<file path="config.mk">
export PLATFORM = sky130hd
export DESIGN_NAME = codec_config_sequencer
export DESIGN_NICKNAME = d
export VERILOG_FILES = /design/src/rtl/codec_config_sequencer.sv
export SDC_FILE = /design/constraint.sdc
export NUM_CORES = 1
export LEC_CHECK = 0
export ABC_AREA = 1
export ABC_CLOCK_PERIOD_IN_PS = 2700
export BUFFER_PORTS_ARGS = -buffer_cell sky130_fd_sc_hd__buf_2
export CAP_MARGIN = 20
export CORE_MARGIN = 3
export CORE_UTILIZATION = 30
export DETAILED_ROUTE_END_ITERATION = 10
export GPL_ROUTABILITY_DRIVEN = 0
export SLEW_MARGIN = 5
export SYNTH_ARGS = -nofsm -noshare
export SYNTH_HDL_FRONTEND = slang
export SYNTH_SLANG_ARGS = --single-unit
</file>
<file path="constraint.sdc">
create_clock -name clk_clk -period 2.7 [get_ports clk_clk]
set_input_delay 0.405 -clock clk_clk [delete_from_list [all_inputs] [get_ports clk_clk]]
set_output_delay 0.405 -clock clk_clk [all_outputs]
set_load 0.02 [all_outputs]
</file>
<file path="src/rtl/codec_config_sequencer.sv">
// Avalon-MM master that programs the WM8731 codec through the av_config slave.
// It walks the register table, polls each I2C transfer to completion, retries NACKs, and applies volume updates.
module codec_config_sequencer #(
    parameter int         NUM_RETRIES      = 3,
    parameter int         POLL_TIMEOUT     = 4095,
    parameter logic [8:0] SAMPLE_RATE_CTRL = 9'h000,
    parameter logic [6:0] HP_VOL_DEFAULT   = 7'h79
) (
    input  logic        clk_clk,
    input  logic        reset_reset,
    input  logic        start,
    input  logic        vol_wr,
    input  logic [6:0]  vol_data,
    output logic [1:0]  avm_address,
    output logic [3:0]  avm_byteenable,
    output logic        avm_read,
    output logic        avm_write,
    output logic [31:0] avm_writedata,
    input  logic [31:0] avm_readdata,
    input  logic        avm_waitrequest,
    output logic        busy,
    output logic        done,
    output logic        error,
    output logic [3:0]  err_index
);

    localparam int RW = $clog2(NUM_RETRIES + 2);
    localparam int TW = $clog2(POLL_TIMEOUT + 2);
    localparam logic [RW-1:0] RETRY_MAX   = RW'(NUM_RETRIES);
    localparam logic [TW-1:0] TIMEOUT_MAX = TW'(POLL_TIMEOUT);
    localparam logic [3:0] FIRST_SHORT = 4'd3;
    localparam logic [3:0] LAST_SHORT  = 4'd4;
    localparam logic [3:0] LAST_FULL   = 4'd10;

    typedef enum logic [2:0] {
        S_IDLE, S_WR_ADDR, S_WR_DATA, S_POLL, S_CHECK, S_NEXT, S_DONE, S_ERROR
    } state_t;

    state_t          state, state_n;
    logic [3:0]      index, index_n;
    logic [RW-1:0]   retries, retries_n;
    logic [TW-1:0]   timeout_cnt, timeout_n;
    logic [1:0]      status, status_n;
    logic [8:0]      cur_data, cur_data_n;
    logic            short_run, short_n;
    logic            done_n, error_n;
    logic [3:0]      err_index_n;
    logic [6:0]      vol;
    logic            vol_pending;
    logic            launch_vol;
    logic [15:0]     cur_entry;
    logic            unused_readdata;

    // {codec register, codec data} for each table index.
    function automatic logic [15:0] entry(input logic [3:0] idx, input logic [6:0] v);
        case (idx)
            4'd0:    entry = {7'h0F, 9'h000};
            4'd1:    entry = {7'h00, 9'h017};
            4'd2:    entry = {7'h01, 9'h017};
            4'd3:    entry = {7'h02, 2'b01, v};
            4'd4:    entry = {7'h03, 2'b01, v};
            4'd5:    entry = {7'h04, 9'h012};
            4'd6:    entry = {7'h05, 9'h000};
            4'd7:    entry = {7'h06, 9'h000};
            4'd8:    entry = {7'h07, 9'h042};
            4'd9:    entry = {7'h08, SAMPLE_RATE_CTRL};
            4'd10:   entry = {7'h09, 9'h001};
            default: entry = 16'h0000;
        endcase
    endfunction

    assign cur_entry       = entry(index, vol);
    assign avm_byteenable  = 4'hF;
    assign unused_readdata = &{1'b0, avm_readdata[31:2]};

    always_ff @(posedge clk_clk) begin
        if (reset_reset) begin
            state       <= S_IDLE;
            index       <= 4'd0;
            retries     <= '0;
            timeout_cnt <= '0;
            status      <= 2'b00;
            cur_data    <= 9'h000;
            short_run   <= 1'b0;
            done        <= 1'b0;
            error       <= 1'b0;
            err_index   <= 4'd0;
        end else begin
            state       <= state_n;
            index       <= index_n;
            retries     <= retries_n;
            timeout_cnt <= timeout_n;
            status      <= status_n;
            cur_data    <= cur_data_n;
            short_run   <= short_n;
            done        <= done_n;
            error       <= error_n;
            err_index   <= err_index_n;
        end
    end

    // A new vol_wr outranks the clear on launch so the latest value is never dropped.
    always_ff @(posedge clk_clk) begin
        if (reset_reset) begin
            vol         <= HP_VOL_DEFAULT;
            vol_pending <= 1'b0;
        end else begin
            if (vol_wr) vol <= vol_data;
            if (vol_wr && state != S_ERROR) vol_pending <= 1'b1;
            else if (launch_vol)            vol_pending <= 1'b0;
        end
    end

    // Avalon handshake: a command (read or write, never both) is driven with stable
    // address/data until a cycle where waitrequest=0; that edge completes it.
    always_comb begin
        state_n       = state;
        index_n       = index;
        retries_n     = retries;
        timeout_n     = timeout_cnt;
        status_n      = status;
        cur_data_n    = cur_data;
        short_n       = short_run;
        done_n        = done;
        error_n       = error;
        err_index_n   = err_index;
        launch_vol    = 1'b0;
        avm_address   = 2'd0;
        avm_read      = 1'b0;
        avm_write     = 1'b0;
        avm_writedata = 32'h0;
        busy          = 1'b1;

        case (state)
            S_IDLE, S_DONE, S_ERROR: begin
                busy = 1'b0;
                if (start) begin
                    state_n     = S_WR_ADDR;
                    index_n     = 4'd0;
                    short_n     = 1'b0;
                    retries_n   = '0;
                    done_n      = 1'b0;
                    error_n     = 1'b0;
                    err_index_n = 4'd0;
                end else if (state != S_ERROR && vol_pending) begin
                    state_n    = S_WR_ADDR;
                    index_n    = FIRST_SHORT;
                    short_n    = 1'b1;
                    retries_n  = '0;
                    launch_vol = 1'b1;
                end
            end
            S_WR_ADDR: begin
                avm_write     = 1'b1;
                avm_address   = 2'd2;
                avm_writedata = {25'b0, cur_entry[15:9]};
                if (!avm_waitrequest) begin
                    cur_data_n = cur_entry[8:0];
                    state_n    = S_WR_DATA;
                end
            end
            S_WR_DATA: begin
                avm_write     = 1'b1;
                avm_address   = 2'd3;
                avm_writedata = {23'b0, cur_data};
                if (!avm_waitrequest) begin
                    state_n   = S_POLL;
                    timeout_n = '0;
                end
            end
            S_POLL: begin
                avm_read    = 1'b1;
                avm_address = 2'd1;
                if (timeout_cnt != '1) timeout_n = timeout_cnt + 1'b1;
                if (!avm_waitrequest) begin
                    status_n = avm_readdata[1:0];
                    state_n  = S_CHECK;
                end
            end
            S_CHECK: begin
                if (timeout_cnt != '1) timeout_n = timeout_cnt + 1'b1;
                if (status[0]) begin
                    if (timeout_cnt >= TIMEOUT_MAX) begin
                        state_n     = S_ERROR;
                        error_n     = 1'b1;
                        err_index_n = index;
                    end else begin
                        state_n = S_POLL;
                    end
                end else if (status[1]) begin
                    if (retries < RETRY_MAX) begin
                        retries_n = retries + 1'b1;
                        state_n   = S_WR_ADDR;
                    end else begin
                        state_n     = S_ERROR;
                        error_n     = 1'b1;
                        err_index_n = index;
                    end
                end else begin
                    state_n = S_NEXT;
                end
            end
            S_NEXT: begin
                retries_n = '0;
                if (index == (short_run ? LAST_SHORT : LAST_FULL)) begin
                    state_n = S_DONE;
                    done_n  = 1'b1;
                end else begin
                    index_n = index + 4'd1;
                    state_n = S_WR_ADDR;
                end
            end
            default: begin
                state_n = S_IDLE;
                busy    = 1'b0;
            end
        endcase
    end

endmodule
</file>
==> flow_summary.yaml <==
setup_path:
  crit_path_end_kind: "primary output"
  critPathKind: "flop to primary output"
  worst_setup_path_start_kind: "flop"
  cp.required_ps: 2300
  r2r_cells: 9
  crit_fanout: 8
  crit_arrival_ps: 1940
pwr:
  pwr_density_cell_nw_per_um2: 580
  p_leak_nw: 1.31
  peakVddDrop_uv: 246
clock_network:
  clk_pin_slew_worst_paths_ps: 90
  cts_tree: "yes"
  insertion_delay_ps: 310
  h-tree-depth: 2
  cts-root-buf: "clkbuf_8"
  cts-hold-fix-buffers: 0
  post_cts_buffers: 0
  cts.sinks: 48
  clock_path_buffers: 2
  cts_resized: 0
  numCtsBuffers: 5
global_routing:
  track_usage_pct: 12.0
  grt.overflow.total: 0
  antenna_found_initial: 0
  grt_max_degree: 24
  grt_pass1_wl_mm: 9.87
  first_global_vias: 2198
final_layout:
  layout-drive-gt1-share_pct: 14.7
  area_delta_synth_final_pct: 9.06
  n_fill_cell: 979
  diodes: 0
  multiInputGateArea_sq_um: 1470
  fin_nets: 487
  layout.area.seq_sq_um: 961
die:
  rows: 34
  initial_utilization_pct: 31.2
  fp.dieH_um: 102
  io_pins: 91
  die_w_um: 102
  dieArea_sq_um: 10300
  core-area_sq_um: 8810
run_status:
  outcome: "finished, final reports clean"
timing:
  fin_crit_sh_pct: 87.0
  min_period_ps: 2350
  hold_violations: 0
  setup_slack_ps: 352
  setup_violations: 0
  rsz0062_at_grt: "false"
  drv_slew: 0
  tns_ps: 0
  fin_skew_ps: 13.3
  max_freq_mhz: 426
yosys:
  synth_common_cells: "nand2_1 (109), dfxtp_1 (48), a21oi_1 (39), inv_1 (39), nor2_1 (33)"
  synthArstFlopShare_pct: 0
  synth-edff-count: 0
  synth_top_area_share_pct: 35.0
  yosys.area.top_type: "dfxtp_1"
  syn_area_sq_um: 2750
  synth_most_common_cell: "nand2_1"
  syn_area_per_cell_sq_um: 6.82
  synth_cells: 403
  yosys-top-cells-area: "dfxtp_1 (35%), nand2_1 (15%), buf_4 (7.9%), a21oi_1 (7.1%), inv_1 (5.3%)"
  synth-main-ff-cell: "dfxtp_1"
  ys_seq_elements: 48
  yosysSeqAreaShare_pct: 35.0
  synth_cell_types: 35
  ys_warn_count: 0
worst_hold_path:
  whs_path_depth: 3
  hp-class: "input pin to flop"
route:
  first_iter_violations: 85
  dr.pass1.iters: 4
  ant_nets: 0
  routed_wl_mm: 6.08
  via_per_inst: 4.55
  via_count: 2477
  wl_per_cell_um: 11.2
  drc: 0
placement:
  port_buffers: 32
  hpwl_mm: 4.63
  pre_cts_ws_ps: 722
run:
  drv_cap: 0
[layer usage]
layer | part of all wire (%) | wire length [um] | track usage [%] | up-vias
met1 | 46 | 2790 | 15.4 | 1127
met4 | 0.95 | 58 | 3.07 | 0
met2 | 49 | 2980 | 19.7 | 45
li1 | - | - | - | 1301
met5 | 0 | 0 | 0 | -
met3 | 4.0 | 242 | 3.37 | 4
[area by class of cell]
type | instances | area share [%]
well taps | 108 | 4.51
repair buffers | 33 | 5.59
multi-input cells | 301 | 48.9
clock buffers | 7 | 2.88
inverters | 46 | 5.84
flip-flops and latches | 48 | 32.1
clock inverters | 1 | 0.250
[per-stage QoR]
stage               total power, W  instance area [sq um]  instances  utilization [%]  hold slack (ps)
finish                     0.00174                   3000        544             34.0              304
CTS                        0.00176                   3000        544             34.0              297
floorplan                  0.00120                   2850        429                -              428
detailed placement         0.00130                   2900        536             33.0              452
global placement           0.00129                   2900        536             33.0              447
global route               0.00184                   3000        544             34.0              310
[cell families (layout without fill, tap and decap cells)]
family | count (synthesis) | in the layout | share of synthesized area (%)
AOI/OAI and AO/OA | 76 | 76 | 14.8
DFF | 48 | 48 | 35.0
and+or+nand+nor | 188 | 188 | 30.7
buffers and inverters | 80 | 87 | 15.3
adders and majority gates | 8 | 8 | 3.64
other | 2 | 28 | 0.273
xor gates and xnor gates | 1 | 1 | 0.319
[power by group]
| part | switching (W) | total, W | internal [W] |
|---|---|---|---|
| Combinational | 0.000349 | 0.000490 | 0.000141 |
| Sequential | 0.0000439 | 0.000789 | 0.000746 |
| Clock | 0.000250 | 0.000459 | 0.000209 |
[layout by cell type (no fill, tap or decap), types with 2 or more instances in the layout]
master,n
nand2_1,109
dfxtp_1,48
inv_1,39
a21oi_1,39
nor2_1,33
buf_2,32
conb_1,28
nand3_1,26
o21ai_0,26
ha_1,8
inv_2,6
clkbuf_8,6
nor3_1,4
nand2_4,3
nand2_2,3
o21ai_2,2
o22ai_1,2
nor2_4,2
a21oi_2,2
a31oi_1,2
[flip-flops by register name, indices dropped and copies added, names as in the netlist]
signal and cells:
index 4, state 3, done 1, error 1
timeout_cnt 13, status 2, vol_pending 1, retries 3
short_run 1, cur_data 8, vol 7, err_index 4
[worst max-delay path, cell delays in order (launching register included)]
cell and delay, ps:
dfxtp_1 440, inv_1 150, ha_1 280, nand2_1 80, nand2_1 170, o21ai_0 250, nand2_1 90, buf_2 170
[worst paths after layout]
kind | startpoint | to | slack, ps
worst max-delay path | index[0] | avm_writedata[1] | 350
worst min-delay path | vol_data[3] | vol[3] | 300
worst max register to register | timeout_cnt[0] | timeout_cnt[9] | 870
worst min register to register | retries[2] | retries[2] | 460
Note: power is estimated with default switching activity, not from simulation.
